--- config.mk ---
export PLATFORM = sky130hd
export DESIGN_NAME = multicore_mem_arbiter_flat
export DESIGN_NICKNAME = d
export VERILOG_FILES = /design/src/rtl/multicore_mem_arbiter_if.sv /design/src/rtl/multicore_mem_arbiter.sv /design/src/flat_wrapper.sv
export SDC_FILE = /design/constraint.sdc
export NUM_CORES = 1
export LEC_CHECK = 0
export ABC_CLOCK_PERIOD_IN_PS = 2400
export CAP_MARGIN = 20
export CORE_MARGIN = 2
export CORE_UTILIZATION = 39
export DETAILED_ROUTE_END_ITERATION = 10
export GPL_TIMING_DRIVEN = 0
export HOLD_SLACK_MARGIN = 0.1
export PLACE_DENSITY = 0.86
export SETUP_SLACK_MARGIN = 0.4
export SLEW_MARGIN = 20
export SYNTH_ARGS = -nofsm -noshare
export SYNTH_HDL_FRONTEND = slang
export SYNTH_SLANG_ARGS = --single-unit
--- constraint.sdc ---
create_clock -name clk -period 2.4 [get_ports clk]
set_input_delay 0.48 -clock clk [delete_from_list [all_inputs] [get_ports clk]]
set_output_delay 0.48 -clock clk [all_outputs]
set_load 0.02 [all_outputs]
--- src/rtl/multicore_mem_arbiter_if.sv ---
`default_nettype none
// multicore_mem_arbiter_if: core-side and RAM-side bus bundle for the shared-memory arbiter.
// Rev 1.0
interface multicore_mem_arbiter_if #(
  parameter int NUM_CORES   = 3,
  parameter int DATA_LEN    = 16,
  parameter int ADDRESS_LEN = 8
);
  logic [NUM_CORES-1:0]             core_read;
  logic [NUM_CORES-1:0]             core_write;
  logic [NUM_CORES*ADDRESS_LEN-1:0] core_addr;
  logic [NUM_CORES*DATA_LEN-1:0]    core_wdata;
  logic [NUM_CORES*DATA_LEN-1:0]    core_rdata;
  logic [NUM_CORES-1:0]             core_finish;
  logic [NUM_CORES-1:0]             core_start;
  logic                             ram_read;
  logic                             ram_write;
  logic [ADDRESS_LEN-1:0]           ram_addr;
  logic [DATA_LEN-1:0]              ram_wdata;
  logic [DATA_LEN-1:0]              ram_rdata;

  modport slave (
    input  core_read, core_write, core_addr, core_wdata, core_finish, ram_rdata,
    output core_rdata, core_start, ram_read, ram_write, ram_addr, ram_wdata
  );

  modport master (
    output core_read, core_write, core_addr, core_wdata, core_finish, ram_rdata,
    input  core_rdata, core_start, ram_read, ram_write, ram_addr, ram_wdata
  );
endinterface
`default_nettype wire

--- src/rtl/multicore_mem_arbiter.sv ---
`default_nettype none
// multicore_mem_arbiter: round-robin single-RAM arbiter for NUM_CORES cores with sticky finish flag.
// Optional barrier sync point enabled by MULTICORE_ARB_BARRIER_EN. Rev 1.0
module multicore_mem_arbiter #(
  parameter int NUM_CORES    = 3,
  parameter int DATA_LEN     = 16,
  parameter int ADDRESS_LEN  = 8,
  parameter int BARRIER_ADDR = 23
) (
  input  logic                   clk,
  input  logic                   rst,
  input  logic                   start_i,
  output logic                   busy_o,
  output logic                   finish_process_o,
  multicore_mem_arbiter_if.slave bus
);
  localparam int IDX_W = (NUM_CORES > 1) ? $clog2(NUM_CORES) : 1;

  typedef enum logic [2:0] {
    S_IDLE   = 3'd0,
    S_ARB    = 3'd1,
    S_ACCESS = 3'd2,
    S_RDATA  = 3'd3,
    S_DONE   = 3'd4
  } state_t;

  state_t                        state_q, state_d;
  logic [IDX_W-1:0]              ptr_q, ptr_d;
  logic [IDX_W-1:0]              win_q, win_d;
  logic                          wr_q, wr_d;
  logic [NUM_CORES-1:0]          fin_q, fin_d;
  logic [NUM_CORES-1:0]          ack_q, ack_d;
  logic                          start_prev_q;
  logic                          ram_read_q, ram_read_d;
  logic                          ram_write_q, ram_write_d;
  logic [ADDRESS_LEN-1:0]        ram_addr_q, ram_addr_d;
  logic [DATA_LEN-1:0]           ram_wdata_q, ram_wdata_d;
  logic [NUM_CORES*DATA_LEN-1:0] rdata_q, rdata_d;
  logic                          finish_q, finish_d;

  logic [NUM_CORES-1:0]          req_raw, req, serve;
  logic                          start_edge;
  logic                          found;
  logic [IDX_W-1:0]              pick;

  assign req_raw    = bus.core_read | bus.core_write;
  assign start_edge = start_i & ~start_prev_q;
  // An acked core still drives its request during the ack cycle; masking it avoids a duplicate access.
  assign req        = req_raw & ~fin_q & ~ack_q;

`ifdef MULTICORE_ARB_BARRIER_EN
  logic [NUM_CORES-1:0] arr_q, arr_d;
  logic [NUM_CORES-1:0] at_bar;
  logic                 release_bar;

  for (genvar g = 0; g < NUM_CORES; g++) begin : g_bar
    assign at_bar[g] = (bus.core_addr[g*ADDRESS_LEN +: ADDRESS_LEN] == ADDRESS_LEN'(BARRIER_ADDR));
  end

  assign serve       = req & ~at_bar;
  // Finished cores count as arrived so a late finisher cannot deadlock the barrier.
  assign release_bar = (state_q == S_ARB) && (&(arr_q | fin_q)) && (|arr_q);

  always_comb begin
    arr_d = arr_q;
    if (state_q == S_ARB) begin
      arr_d = arr_q | (req & at_bar);
    end
    if (release_bar) begin
      arr_d = '0;
    end
  end

  always_ff @(posedge clk) begin
    if (rst) begin
      arr_q <= '0;
    end else begin
      arr_q <= arr_d;
    end
  end
`else
  logic unused_barrier;
  assign unused_barrier = ^BARRIER_ADDR;
  assign serve          = req;
`endif

  always_comb begin
    int j;
    found = 1'b0;
    pick  = ptr_q;
    j     = 0;
    for (int k = 0; k < NUM_CORES; k++) begin
      j = int'(ptr_q) + k;
      if (j >= NUM_CORES) begin
        j = j - NUM_CORES;
      end
      if (!found && serve[IDX_W'(j)]) begin
        found = 1'b1;
        pick  = IDX_W'(j);
      end
    end
  end

  always_comb begin
    state_d     = state_q;
    ptr_d       = ptr_q;
    win_d       = win_q;
    wr_d        = wr_q;
    fin_d       = fin_q | bus.core_finish;
    ack_d       = '0;
    ram_read_d  = 1'b0;
    ram_write_d = 1'b0;
    ram_addr_d  = ram_addr_q;
    ram_wdata_d = ram_wdata_q;
    rdata_d     = rdata_q;
    finish_d    = finish_q;

    case (state_q)
      S_IDLE: begin
        if (start_edge) begin
          state_d = S_ARB;
        end
      end
      S_ARB: begin
        if (&fin_q) begin
          state_d  = S_DONE;
          finish_d = 1'b1;
        end else if (found) begin
          win_d       = pick;
          wr_d        = bus.core_write[pick];
          ram_write_d = bus.core_write[pick];
          ram_read_d  = ~bus.core_write[pick];
          ram_addr_d  = bus.core_addr[pick*ADDRESS_LEN +: ADDRESS_LEN];
          ram_wdata_d = bus.core_wdata[pick*DATA_LEN +: DATA_LEN];
          ptr_d       = (pick == IDX_W'(NUM_CORES-1)) ? '0 : pick + IDX_W'(1);
          state_d     = S_ACCESS;
        end
      end
      S_ACCESS: begin
        if (wr_q) begin
          ack_d[win_q] = 1'b1;
          state_d      = S_ARB;
        end else begin
          state_d = S_RDATA;
        end
      end
      S_RDATA: begin
        rdata_d[win_q*DATA_LEN +: DATA_LEN] = bus.ram_rdata;
        ack_d[win_q]                        = 1'b1;
        state_d                             = S_ARB;
      end
      S_DONE: begin
        if (start_edge) begin
          fin_d    = '0;
          finish_d = 1'b0;
          state_d  = S_ARB;
        end
      end
      default: state_d = S_IDLE;
    endcase

`ifdef MULTICORE_ARB_BARRIER_EN
    if (release_bar) begin
      ack_d = ack_d | arr_q;
    end
`endif
  end

  always_ff @(posedge clk) begin
    if (rst) begin
      state_q      <= S_IDLE;
      ptr_q        <= '0;
      win_q        <= '0;
      wr_q         <= 1'b0;
      fin_q        <= '0;
      ack_q        <= '0;
      start_prev_q <= 1'b0;
      ram_read_q   <= 1'b0;
      ram_write_q  <= 1'b0;
      ram_addr_q   <= '0;
      ram_wdata_q  <= '0;
      rdata_q      <= '0;
      finish_q     <= 1'b0;
    end else begin
      state_q      <= state_d;
      ptr_q        <= ptr_d;
      win_q        <= win_d;
      wr_q         <= wr_d;
      fin_q        <= fin_d;
      ack_q        <= ack_d;
      start_prev_q <= start_i;
      ram_read_q   <= ram_read_d;
      ram_write_q  <= ram_write_d;
      ram_addr_q   <= ram_addr_d;
      ram_wdata_q  <= ram_wdata_d;
      rdata_q      <= rdata_d;
      finish_q     <= finish_d;
    end
  end

  assign busy_o           = (state_q != S_IDLE) && (state_q != S_DONE);
  assign finish_process_o = finish_q;
  assign bus.core_start   = {NUM_CORES{busy_o}} & ~fin_q & (~req_raw | ack_q);
  assign bus.core_rdata   = rdata_q;
  assign bus.ram_read     = ram_read_q;
  assign bus.ram_write    = ram_write_q;
  assign bus.ram_addr     = ram_addr_q;
  assign bus.ram_wdata    = ram_wdata_q;
endmodule
`default_nettype wire
--- src/flat_wrapper.sv ---
// flat-port wrapper written by rule: the top's interface ports become plain ports
module multicore_mem_arbiter_flat 
#(
  parameter int NUM_CORES    = 3,
  parameter int DATA_LEN     = 16,
  parameter int ADDRESS_LEN  = 8,
  parameter int BARRIER_ADDR = 23
)
  (clk, rst, start_i, busy_o, finish_process_o, bus_core_read, bus_core_write, bus_core_addr, bus_core_wdata, bus_core_finish, bus_ram_rdata, bus_core_rdata, bus_core_start, bus_ram_read, bus_ram_write, bus_ram_addr, bus_ram_wdata);
  multicore_mem_arbiter_if #(.NUM_CORES(NUM_CORES), .DATA_LEN(DATA_LEN), .ADDRESS_LEN(ADDRESS_LEN)) bus_i ();
  input  logic clk;
  input  logic rst;
  input  logic start_i;
  output logic busy_o;
  output logic finish_process_o;
  input wire logic [$bits(bus_i.core_read)-1:0] bus_core_read;
  input wire logic [$bits(bus_i.core_write)-1:0] bus_core_write;
  input wire logic [$bits(bus_i.core_addr)-1:0] bus_core_addr;
  input wire logic [$bits(bus_i.core_wdata)-1:0] bus_core_wdata;
  input wire logic [$bits(bus_i.core_finish)-1:0] bus_core_finish;
  input wire logic [$bits(bus_i.ram_rdata)-1:0] bus_ram_rdata;
  output wire logic [$bits(bus_i.core_rdata)-1:0] bus_core_rdata;
  output wire logic [$bits(bus_i.core_start)-1:0] bus_core_start;
  output wire logic [$bits(bus_i.ram_read)-1:0] bus_ram_read;
  output wire logic [$bits(bus_i.ram_write)-1:0] bus_ram_write;
  output wire logic [$bits(bus_i.ram_addr)-1:0] bus_ram_addr;
  output wire logic [$bits(bus_i.ram_wdata)-1:0] bus_ram_wdata;
  assign bus_i.core_read = bus_core_read;
  assign bus_i.core_write = bus_core_write;
  assign bus_i.core_addr = bus_core_addr;
  assign bus_i.core_wdata = bus_core_wdata;
  assign bus_i.core_finish = bus_core_finish;
  assign bus_i.ram_rdata = bus_ram_rdata;
  assign bus_core_rdata = bus_i.core_rdata;
  assign bus_core_start = bus_i.core_start;
  assign bus_ram_read = bus_i.ram_read;
  assign bus_ram_write = bus_i.ram_write;
  assign bus_ram_addr = bus_i.ram_addr;
  assign bus_ram_wdata = bus_i.ram_wdata;
  multicore_mem_arbiter #(.NUM_CORES(NUM_CORES), .DATA_LEN(DATA_LEN), .ADDRESS_LEN(ADDRESS_LEN), .BARRIER_ADDR(BARRIER_ADDR)) u_core (.clk(clk), .rst(rst), .start_i(start_i), .busy_o(busy_o), .finish_process_o(finish_process_o), .bus(bus_i));
endmodule
==> run_results.csv <==
group,metric,value,unit
setup_path,crit_type,"flop to flop",
detailed_routing,drt_wl_total,14800,um
power,power.density,654,nW/um^2
detailed_routing,wl_per_cell,17.3,um
yosys,syn_area,4280,sq um
flow_run,drv_cap,0,
global_routing,grt_overflow,0,
global_routing,grt_antenna_before_repair,0,
sta,fmax,392,MHz
floorplan,ios,179,
clock_tree,tritoncts,"done",
clock_tree,cts-root-buf,"clkbuf_8",
cells_and_area,fin_nets,818,
yosys,synthDistinctLibCells,51,
sta,finalMaxSlewViolations,0,
detailed_routing,vias,4528,
clock_tree,cts_buffer_depth,2,
power,p_comb_share,41.0,%
cells_and_area,final_core_util,65.5,%
cells_and_area,fin_area,7070,sq um
yosys,synth_fa_ha_area_share,2.60,%
clock_tree,cts_hold_buf,0,
placement,dp_hpwl,10400,um
sta,finalCritPeriodShare,106,%
sta,final-setup-viol-count,27,
detailed_routing,drtPass1Iterations,8,
floorplan,dieArea,11800,sq um
power,power.internal,0.00297,W
setup_path,start_kind,"flop",
global_routing,grt_usage,25.1,%
yosys,ys.flop_type,"dfxtp_1",
placement,place_inst,815,
yosys,synth_nets,605,
power,irDropWorstVdd,0.419,mV
yosys,synth_area_per_cell,8.61,sq um
yosys,synthXorXnorAreaFrac,0,%
yosys,muxShareOfSynthArea,5.62,%
sta,worst_slack,-0.153,ns
detailed_routing,drt_iter0_drc,210,
yosys,synth_compound_area_share,21.0,%
cells_and_area,drive_above_1_share,20.0,%
sta,timing.slew.headroom,53.9,%
yosys,synth_seq_area_share,42.1,%
sta,fin_crit,2.55,ns
detailed_routing,postRouteAntennaNets,0,
power,clockPowerShare,22.6,%
clock_tree,cts.sinks,90,
clock_tree,path_clk_slew,0.10,ns
setup_path,critPathArrivalTime,2.87,ns
setup_path,endpoint_kind,"flop",
floorplan,coreArea,10800,sq um
clock_tree,htree_levels,3,
yosys,async_flop_share,0,%
placement,routabilityCongestion,0.892,
detailed_routing,drc,0,
detailed_routing,via_per_inst,5.30,
power,seqPwrFrac,36.3,%
floorplan,fp.dieW,109,um
power,p_total,0.00463,W
clock_tree,clk_latency,0.38,ns
yosys,synth_cells,497,
sta,rsz0062_at_grt,"yes",
yosys,synth_top_family_by_area,"simple AND/OR/NAND/NOR gates",
global_routing,grt_max_degree,18,
global_routing,grt_pass1_vias,4721,
floorplan,start_util,39.6,%
yosys,synth_seq_cells,90,
clock_tree,numCtsBuffers,9,
power,p_switching,0.00165,W
floorplan,rows,38,
min_path,hp-class,"flop to flop",
sta,tightest_slew,0.686,ns
sta,tns,-3.42,ns
sta,finClkSkew,0.00995,ns
yosys,synth-warning-count,0,
placement,dpl_cell_area,6290,sq um
setup_path,required,2.71,ns
yosys,yosys.area_share.simple,21.5,%
setup_path,path_max_fanout,6,
floorplan,die_h,109,um
run_status,outcome,"complete, but fails checks",
power,switching_share,35.7,%
cells_and_area,syn2layout_area_growth,65.3,%
global_routing,grt_pass1_wl,23000,um
cells_and_area,instances_no_fill,855,
sta,hold_viol,0,
yosys,synth_edf_count,0,
run_status,violations,"setup timing",
cells_and_area,diodes,0,
placement,io_buffers,178,
power,leakage,2.69,nW
cells in the final DEF (no fill, tap or decap), drive strengths merged, types with 8 or more instances in the layout:
cell           count
o221ai            24
clkdlybuf4s50    169
nand3             56
ha                 8
nand2             82
a21oi             57
mux2i             24
dfxtp             90
buf               40
nor2              11
inv               38
clkbuf            32
critical path: stages, from the launching register on:
cell       delay, ns
dfxtp_4         0.39
inv_2           0.05
ha_4            0.27
buf_6           0.12
nor2b_1         0.05
o211ai_1        0.25
nand3_1         0.13
o311a_4         0.36
nor3_4          0.27
nand3_4         0.13
bufbuf_16       0.30
o221ai_2        0.15
power groups by stage:
stage	logic [W]	clock network, W	registers (W)
after floorplan	0.000845	0	0.00179
after global placement	0.00144	0	0.00170
after detailed placement	0.00148	0	0.00170
after CTS	0.00177	0.00106	0.00168
after global routing	0.00201	0.00112	0.00169
final	0.00190	0.00105	0.00168
cells by family (layout without fill, tap and decap cells):
family,Yosys count,count (layout)
multiplexers,24,24
adder cells (fa/ha/maj),9,9
AO/OA/AOI/OAI,115,115
flip-flops,90,90
buffers and inverters,68,286
AND/OR/NAND/NOR,191,191
area by class of cell:
class / instances / area [sq um]
flip-flops and latches: 90 / 1810
fillers: 823 / 3720
well taps: 140 / 175
clock buffers: 10 / 138
inverters: 33 / 129
plain buffers: 35 / 297
multi-input cells: 339 / 2440
repair buffers: 202 / 2020
clock inverters: 6 / 56.3
Yosys cell counts, types with 2 or more instances:
cell type  number  area (sq um)
inv_1          32           120
o211ai_1        2          15.0
nand3_1        54           270
nor2b_1         6          37.5
nor3b_1         4          30.0
buf_2           4          20.0
o221ai_2       20           300
buf_4           2          15.0
buf_6           5          56.3
dfxtp_1        90          1800
a31oi_1         2          12.5
a21boi_0        2          15.0
nor3_1          6          30.0
o21bai_1        4          30.0
o221ai_1        4          35.0
nand2b_1        3          18.8
and3_1          5          31.3
clkbuf_1       24          90.1
a21oi_1        57           285
or3_1           2          12.5
a211oi_1        2          15.0
and2_1          7          43.8
ha_1            8           100
o21a_1          3          22.5
nand4_1         3          18.8
nand3_2         2          20.0
mux2i_1        24           240
o21ai_0         6          30.0
o21ba_4         2          32.5
nand2_1        82           308
nor2_1         10          37.5
per-stage QoR:
step / worst slack (ns) / hold slack, ns
3_3_place_gp: -0.675 / 0.439
6_report: -0.153 / 0.457
3_5_place_dp: -0.784 / 0.444
5_1_grt: -0.258 / 0.475
4_1_cts: -0.0365 / 0.457
2_1_floorplan: 0.112 / 0.458
final timing paths:
check	startpoint	end	slack (ns)	cells past startpoint
min reg2reg	u_core.bus.core_rdata[38]	u_core.bus.core_rdata[38]	0.46	2
min	u_core.bus.core_rdata[38]	u_core.bus.core_rdata[38]	0.46	2
max	u_core.ptr_q[0]	u_core.bus.ram_wdata[9]	-0.15	11
max reg2reg	u_core.ptr_q[0]	u_core.bus.ram_wdata[9]	-0.15	11
registers in the layout, summed over array words and instances (netlist names):
register                 count
u_core.ack_q                 3
u_core.bus.core_rdata       48
u_core.bus.ram_addr          8
u_core.bus.ram_read          1
u_core.bus.ram_wdata        16
u_core.bus.ram_write         1
u_core.fin_q                 3
u_core.finish_process_o      1
u_core.ptr_q                 2
u_core.start_prev_q          1
u_core.state_q               3
u_core.win_q                 2
u_core.wr_q                  1
metal layers:
layer | up-vias | routed length [um] | global-route usage, %
met1 | 2148 | 5690 | 28.9
met5 | - | 0 | 0
li1 | 2176 | - | -
met3 | 26 | 896 | 5.86
met4 | 0 | 320 | 9.43
met2 | 178 | 7850 | 45.0
repair_timing:
action,CTS,global route
pin swaps,14,10
gates resized for setup,82,46
cloned,3,0
setup endpoints to repair,67,68
setup buffers,19,2
Note: power is estimated with default switching activity, not from simulation.
